===== config.mk =====
export PLATFORM = sky130hd
export DESIGN_NAME = alu_arbiter
export DESIGN_NICKNAME = d
export VERILOG_FILES = /design/src/rtl/alu_arbiter.sv
export SDC_FILE = /design/constraint.sdc
export NUM_CORES = 1
export LEC_CHECK = 0
export CORE_AREA = 2 2 120 122
export CTS_BUF_LIST = sky130_fd_sc_hd__clkbuf_8 sky130_fd_sc_hd__clkbuf_16
export CTS_CLUSTER_SIZE = 8
export DETAILED_ROUTE_END_ITERATION = 7
export DIE_AREA = 0 0 122 124
export PLACE_DENSITY_LB_ADDON = 0.15
export SKIP_LAST_GASP = 1
export SYNTH_ARGS = -nofsm -noshare
export SYNTH_HDL_FRONTEND = slang
export SYNTH_SLANG_ARGS = --single-unit

===== constraint.sdc =====
create_clock -name clk -period 3.05 [get_ports clk]
set_input_delay 0.305 -clock clk [delete_from_list [all_inputs] [get_ports clk]]
set_output_delay 0.305 -clock clk [all_outputs]
set_load 0.1 [all_outputs]

===== src/rtl/alu_arbiter.sv =====
`default_nettype none
// ============================================================================
//  Module   : alu_arbiter
//  Purpose  : Round-robin share of one single-cycle ALU between two clients,
//             with a tagged one-entry response register and grant counters.
//  Revision : 1.0
// ============================================================================
module alu_arbiter #(
   parameter int WIDTH = 32,
   parameter int OPW   = 3,
   parameter int CNTW  = 16
) (
   input  logic             clk,
   input  logic             reset,
   input  logic             req0_valid,
   output logic             req0_ready,
   input  logic [WIDTH-1:0] req0_src_a,
   input  logic [WIDTH-1:0] req0_src_b,
   input  logic [OPW-1:0]   req0_op,
   input  logic             req1_valid,
   output logic             req1_ready,
   input  logic [WIDTH-1:0] req1_src_a,
   input  logic [WIDTH-1:0] req1_src_b,
   input  logic [OPW-1:0]   req1_op,
   output logic [WIDTH-1:0] alu_src_a,
   output logic [WIDTH-1:0] alu_src_b,
   output logic [OPW-1:0]   alu_op,
   input  logic [WIDTH-1:0] alu_res,
   output logic             rsp_valid,
   input  logic             rsp_ready,
   output logic             rsp_id,
   output logic [WIDTH-1:0] rsp_res,
   output logic [CNTW-1:0]  gnt_cnt0,
   output logic [CNTW-1:0]  gnt_cnt1
);

   localparam logic [CNTW-1:0] c_cnt_max = '1;

   logic             r_rsp_valid;
   logic             r_rsp_id;
   logic [WIDTH-1:0] r_rsp_res;
   logic             r_last;
   logic [CNTW-1:0]  r_gnt_cnt0;
   logic [CNTW-1:0]  r_gnt_cnt1;

   logic w_can_issue;
   logic w_gnt0;
   logic w_gnt1;
   logic w_acc0;
   logic w_acc1;

   // Under contention the requester that did not win last time is favoured.
   assign w_can_issue = !r_rsp_valid | rsp_ready;
   assign w_gnt0      = req0_valid & (!req1_valid | r_last);
   assign w_gnt1      = req1_valid & (!req0_valid | !r_last);
   assign w_acc0      = w_can_issue & w_gnt0 & !reset;
   assign w_acc1      = w_can_issue & w_gnt1 & !reset;

   assign req0_ready  = w_acc0;
   assign req1_ready  = w_acc1;

   always_comb begin
      alu_src_a = '0;
      alu_src_b = '0;
      alu_op    = '0;
      if (w_acc0) begin
         alu_src_a = req0_src_a;
         alu_src_b = req0_src_b;
         alu_op    = req0_op;
      end else if (w_acc1) begin
         alu_src_a = req1_src_a;
         alu_src_b = req1_src_b;
         alu_op    = req1_op;
      end
   end

   always_ff @(posedge clk) begin
      if (reset) begin
         r_rsp_valid <= 1'b0;
         r_rsp_id    <= 1'b0;
         r_rsp_res   <= '0;
         r_last      <= 1'b1;
         r_gnt_cnt0  <= '0;
         r_gnt_cnt1  <= '0;
      end else begin
         if (w_acc0 | w_acc1) begin
            r_rsp_valid <= 1'b1;
            r_rsp_id    <= w_acc1;
            r_rsp_res   <= alu_res;
            r_last      <= w_acc1;
         end else if (rsp_ready) begin
            r_rsp_valid <= 1'b0;
         end
         if (w_acc0 && r_gnt_cnt0 != c_cnt_max)
            r_gnt_cnt0 <= r_gnt_cnt0 + 1'b1;
         if (w_acc1 && r_gnt_cnt1 != c_cnt_max)
            r_gnt_cnt1 <= r_gnt_cnt1 + 1'b1;
      end
   end

   assign rsp_valid = r_rsp_valid;
   assign rsp_id    = r_rsp_id;
   assign rsp_res   = r_rsp_res;
   assign gnt_cnt0  = r_gnt_cnt0;
   assign gnt_cnt1  = r_gnt_cnt1;

endmodule
`default_nettype wire

==> summary.md, run 1 <==
| Metric | Value |
|---|---|
| Worst r2r path cells | `6` |
| Reg2reg end | `gnt_cnt0[13]` |
| Final worst path period share | `0.782` |
| Number of global-route vias before repair | `4338` |
| Vias | `4408` |
| Core ar. | `13700 um^2` |
| Number of flops mapped to enable cells by yosys | `0` |
| Row count | `43` |
| Grt total ovfl | `0` |
| Setup violators final | `0` |
| CTS root buf | `clkbuf_16` |
| Critical Path Slowest Stage Cell | `clkdlybuf4s50_1` |
| Iteration-0 DRC Markers | `237` |
| Worst rel slew slack | `0.334` |
| Sw power | `1.36 mW` |
| Ys async rst share | `0` |
| Final WS setup | `0.665 ns` |
| WL final | `17.4 mm` |
| Placement Setup Slack | `0.669 ns` |
| Finished Core Util | `0.561` |
| IO Port Bufs | `305` |
| Synthesis-to-layout area growth | `118%` |
| Die Width | `122 um` |
| Worst Max-Slew Pin Slew | `0.996 ns` |
| CTS tree | `done` |
| Total CTS buffers | `9` |
| Final hold vios | `0` |
| Initial core utilization | `0.257` |
| TritonCTS Sinks | `67` |
| Seq pwr share | `0.266` |
| Startpoint Class | `primary input` |
| Leading cell type in the layout, fill and taps excluded | `clkdlybuf4s50_1` |
| Longest Clk Path Bufs | `2` |
| Multi-input logic area | `2040 um^2` |
| Hold Path End | `rsp_res[17]` |
| Maximum vdd ir drop | `0.315 mV` |
| Cell Chain, Critical Path | `clkdlybuf4s50_1 -> nand2b_1 -> nand4b_1 -> inv_2 -> buf_12 -> a22o_1 -> buf_12` |
| Mapped Cells | `417` |
| Worst setup path class | `in2out` |
| Status | `finished clean` |
| CP Capture Type | `output port` |
| Hold buffers post-CTS | `0` |
| Most frequent cell on the critical path | `buf_12` |
| DR pass1 iterations | `4` |
| Fillcell total | `1272` |
| Period minus WS final | `2.38 ns` |
| Average wire per standard cell | `19.3 um` |
| H-tree depth | `3` |
| RR Startpoint | `gnt_cnt0[0]` |
| FF-to-FF setup slack | `1.16 ns` |
| GRT Util Overall | `0.218` |
| I/O pin count | `306` |
| HP Class | `in2reg` |
| Total power | `3.50 mW` |
| Logic pwr share | `0.443` |
| Chip height | `124 um` |
| Residual DRC count | `0` |
| Unique masters post-synth | `44` |
| Pint | `2.13 mW` |
| Register area share after synthesis | `0.380` |
| Max-Cap Viols | `0` |
| #FFs+latches synth | `67` |
| Fin Setup TNS | `0 ns` |
| Global-route wire length before repair | `24.9 mm` |
| Post-CTS resize count | `0` |
| Share of cells above drive strength 1 | `0.218` |
| Crit path max fanout | `31` |
| Slew Limit Fails | `0` |
| RSZ-0062 raised after global routing | `false` |
| Worst skew pair latency | `0.32 ns` |
| Ys Warns | `0` |
| DP HPWL | `14.4 mm` |
| FF/Latch Area | `1340 um^2` |
| HP Start | `reset` |
| Largest net degree at the start of global routing | `46` |
| Syn_nets | `590` |
| WP data required | `2.74 ns` |
| Skew final | `0.00227 ns` |
| Hold depth | `2` |
| Crit-path max cell delay | `0.45 ns` |
| Postcts setup bufs | `0` |
| Layout net count | `887` |
| Crit path arrival time | `2.08 ns` |
| Initial antenna violation count | `3` |
| Sw Share | `0.390` |
| Die area | `15100 um^2` |
| Ys flop type | `dfxtp_1` |
| Post-Syn Area per Cell | `8.46 um^2` |
| GPL Wtd Cong | `0.886` |
| Fmax | `419 MHz` |
| Cell area after synthesis | `3530 um^2` |
| Most frequent cells in the layout | `200 x clkdlybuf4s50_1, 75 x nand2_1, 71 x buf_12` |
| LEAKAGE | `3.04 nW` |
| Clk network pwr share | `0.290` |
| Routed Antenna Nets | `0` |
| Setup crit start | `rsp_ready` |
| Pwr per Cell Area | `454 nW/um^2` |
| Worst-path clk slew | `0.05 ns` |
| Post-DR vias/cell | `4.89` |
==> flip-flops by register name, summed over array words and instances (netlist names) <==
name       cells
rsp_res       32
gnt_cnt0      16
gnt_cnt1      16
r_last         1
rsp_id         1
rsp_valid      1
==> kinds of logic after synthesis <==
family / Yosys count / synth area share
AO/OA/AOI/OAI: 113 / 0.240
XOR/XNOR: 22 / 0.0546
adder cells (fa/ha/maj): 2 / 0.00709
buffers and inverters: 35 / 0.0450
flip-flops: 67 / 0.380
multiplexers: 7 / 0.0202
AND/OR/NAND/NOR: 171 / 0.253
==> final cells by class <==
type,instances,area share
flip-flops and latches,67,0.174
clock buffers,10,0.0311
clock inverters,6,0.00732
multi-input cells,315,0.266
repair buffers,317,0.490
diodes,3,0.000976
inverters,4,0.00195
well taps,180,0.0293
==> per-layer routing <==
metal  routed length (um)  global-route usage  share of wire  up-vias
met1                 6680               0.260           0.38     2074
met4                  329              0.0884          0.019        0
met3                 1830              0.0806           0.10       20
met2                 8570               0.357           0.49      205
met5                    0                   0              0        -
li1                     -                   -              -     2109
==> power groups by stage <==
stage / sequential [mW] / clock (mW) / combinational, mW
finish: 0.931 / 1.02 / 1.55
global route: 0.935 / 1.09 / 1.60
CTS: 0.931 / 1.04 / 1.56
detailed placement: 0.949 / 0 / 1.55
global placement: 0.947 / 0 / 1.55
floorplan: 1.19 / 0 / 0.662
==> cells in the mapped netlist, types with 3 or more instances <==
cell / instances / area [um^2]
nand2_1: 75 / 282
nand3_1: 9 / 45.0
dfxtp_1: 67 / 1340
nor3_1: 5 / 25.0
buf_2: 16 / 80.1
and3_1: 5 / 31.3
mux2i_1: 6 / 60.1
a22o_1: 67 / 587
buf_1: 5 / 18.8
o2111ai_1: 3 / 26.3
nand4_1: 11 / 68.8
nor4_1: 3 / 18.8
xnor2_1: 12 / 105
inv_1: 4 / 15.0
nor2_1: 33 / 124
xor2_1: 10 / 87.6
clkbuf_1: 9 / 33.8
and2_1: 3 / 18.8
a21oi_1: 36 / 180
nand2b_1: 8 / 50.1
==> stage by stage <==
stage / instances / hold WS [ns] / instance area [um^2]
3_3_place_gp: 883 / 0.437 / 7390
3_5_place_dp: 883 / 0.443 / 7390
5_1_grt: 902 / 0.455 / 7690
4_1_cts: 899 / 0.445 / 7690
6_report: 902 / 0.445 / 7690
2_1_floorplan: 417 / 0.445 / 3550
==> critical path, delay by kind of cell <==
kind | cells | cell delay (ns)
buf+inv | 4 | 1.25
simple gates | 2 | 0.30
compound gates | 1 | 0.20
==> worst max-delay path by stage <==
stage / depth (start not counted) / end / slack [ns]
final: 7 / alu_src_a[10] / 0.67
after global routing: 7 / alu_src_a[10] / 0.55
after CTS: 7 / alu_src_a[10] / 0.67
after detailed placement: 7 / alu_src_b[21] / 0.67
after global placement: 7 / alu_src_a[10] / 0.66
after floorplan: 6 / alu_src_a[22] / 0.14
(Power assumes the default switching activity.)
==> run 2: changes to the inputs <==
--- a/config.mk
+++ b/config.mk
@@ -5,11 +5,11 @@
 export SDC_FILE = /design/constraint.sdc
 export NUM_CORES = 1
 export LEC_CHECK = 0
-export CORE_AREA = 2 2 120 122
+export CORE_AREA = 2 2 117 119
 export CTS_BUF_LIST = sky130_fd_sc_hd__clkbuf_8 sky130_fd_sc_hd__clkbuf_16
 export CTS_CLUSTER_SIZE = 8
 export DETAILED_ROUTE_END_ITERATION = 7
-export DIE_AREA = 0 0 122 124
+export DIE_AREA = 0 0 119 121
 export PLACE_DENSITY_LB_ADDON = 0.15
 export SKIP_LAST_GASP = 1
 export SYNTH_ARGS = -nofsm -noshare
==> constraint.sdc (replaced) <==
create_clock -name clk -period 2.1 [get_ports clk]
set_input_delay 0.21 -clock clk [delete_from_list [all_inputs] [get_ports clk]]
set_output_delay 0.21 -clock clk [all_outputs]
set_load 0.1 [all_outputs]
==> summary.md, run 2 (same netlist as run 1, synthesis figures left out) <==
| Metric | Value |
|---|---|
| HP Class | `in2reg` |
| Finished Core Util | `0.605` |
| Die area | `14400 um^2` |
| TritonCTS Sinks | `67` |
| Iteration-0 DRC Markers | `262` |
| Synthesis-to-layout area growth | `124%` |
| Global-route wire length before repair | `25.0 mm` |
| CP Capture Type | `output port` |
| Postcts setup bufs | `0` |
| Worst rel slew slack | `0.649` |
| Hold buffers post-CTS | `0` |
| Period minus WS final | `1.99 ns` |
| Most frequent cells in the layout | `169 x clkdlybuf4s50_1, 76 x buf_12, 75 x nand2_1` |
| GPL Wtd Cong | `0.887` |
| Chip height | `121 um` |
| Average wire per standard cell | `18.4 um` |
| CP Buf/Inv Count | `4` |
| Post-CTS resize count | `0` |
| Core ar. | `13100 um^2` |
| Worst setup path class | `in2out` |
| Delay-heaviest family, CP | `buffers and inverters` |
| Longest Clk Path Bufs | `2` |
| Worst-path clk slew | `0.05 ns` |
| Largest net degree at the start of global routing | `50` |
| FF/Latch Area | `1380 um^2` |
| Setup violators final | `0` |
| I/O pin count | `306` |
| Startpoint Class | `primary input` |
| Final hold vios | `0` |
| Most frequent cell on the critical path | `buf_12` |
| Crit path max fanout | `21` |
| Post-DR vias/cell | `4.87` |
| Total CTS buffers | `9` |
| Final instance area | `7910 um^2` |
| Dpl cell area | `7570 um^2` |
| Maximum vdd ir drop | `0.506 mV` |
| Worst Max-Slew Pin Slew | `0.526 ns` |
| Row count | `42` |
| CTS root buf | `clkbuf_16` |
| Max FFs per register | `32` |
| WP data required | `1.89 ns` |
| DR pass1 iterations | `4` |
| Die Width | `119 um` |
| IO Port Bufs | `305` |
| Grt total ovfl | `0` |
| LEAKAGE | `3.24 nW` |
| Status | `finished clean` |
| Cell Chain, Critical Path | `clkdlybuf4s50_1 -> a21boi_2 -> nand3b_2 -> inv_2 -> buf_12 -> a22o_2 -> buf_12` |
| Worst skew pair latency | `0.33 ns` |
| Crit-path max cell delay | `0.53 ns` |
| Routed Antenna Nets | `0` |
| Fmax | `503 MHz` |
| Skew final | `0.00788 ns` |
| Crit path arrival time | `1.78 ns` |
| GRT Util Overall | `0.224` |
| Layout net count | `889` |
| Vias | `4377` |
| RSZ-0062 raised after global routing | `false` |
| Final worst path period share | `0.947` |
| Slew Limit Fails | `0` |
| Fillcell total | `1086` |
| Max-Cap Viols | `0` |
| Leading cell type in the layout, fill and taps excluded | `clkdlybuf4s50_1` |
| Multi-input logic area | `2180 um^2` |
| DP HPWL | `13.7 mm` |
| Residual DRC count | `0` |
| Number of global-route vias before repair | `4270` |
| CTS tree | `done` |
| Share of cells above drive strength 1 | `0.390` |
| Critical Path Slowest Stage Cell | `clkdlybuf4s50_1` |
| Initial core utilization | `0.270` |
| Initial antenna violation count | `1` |
| WL final | `16.5 mm` |
| H-tree depth | `3` |
| Pwr per Cell Area | `678 nW/um^2` |
run 2: cell count changes in the layout (fill, tap and decap cells not counted):
cell	delta
diode_2	-2
a22o_2	+49
buf_4	+28
clkdlybuf4s50_1	-31
a22o_4	+9
bufinv_16	+2
a22o_1	-58
dfxtp_1	-33
buf_12	+5
clkinvlp_4	-1
dfxtp_2	+33
clkinv_2	-1
run 2: per-layer routing:
layer | GRT usage | wire [um] | part of all wire
met5 | 0 | 0 | 0
met4 | 0.0647 | 294 | 0.018
met3 | 0.0747 | 1230 | 0.075
met2 | 0.388 | 8240 | 0.50
met1 | 0.264 | 6720 | 0.41
run 2: metrics by stage:
| step | setup TNS, ns | setup WS (ns) | std cells | hold slack (ns) | power [mW] |
|---|---|---|---|---|---|
| floorplan | -1.17 | -0.130 | 417 | 0.350 | 2.72 |
| global placement | 0 | 0.120 | 881 | 0.438 | 3.65 |
| detailed placement | 0 | 0.0895 | 881 | 0.446 | 3.67 |
| CTS | 0 | 0.0812 | 897 | 0.309 | 5.41 |
| global route | 0 | 0.0244 | 898 | 0.344 | 5.56 |
| finish | 0 | 0.111 | 898 | 0.314 | 5.36 |
run 2: power by group:
part | internal (mW) | switching (mW)
sequential | 1.32 | 0.0308
combinational | 0.871 | 1.41
clock | 1.18 | 0.548
total | 3.38 | 1.99
run 2: worst min-delay path, stage by stage:
cell and delay, ns:
buf_2 0.11, buf_4 0.22, nor2_1 0.07
run 2: final timing paths:
path / startpoint / to / slack (ns) / cells after the start
worst max register to register: gnt_cnt0[0] / gnt_cnt0[13] / 0.29 / 6
worst max-delay path: req1_valid / alu_src_a[4] / 0.11 / 7
worst min register to register: rsp_res[16] / rsp_res[16] / 0.45 / 2
worst min-delay path: reset / gnt_cnt1[2] / 0.31 / 3
run 2: final cells by class:
class	count	area share
tap	176	0.0278
antenna	1	0.000316
clock buffer	10	0.0302
sequential	67	0.175
inverter	4	0.00190
multi-input combinational	315	0.276
clock inverter	6	0.0131
timing repair buffer	319	0.476
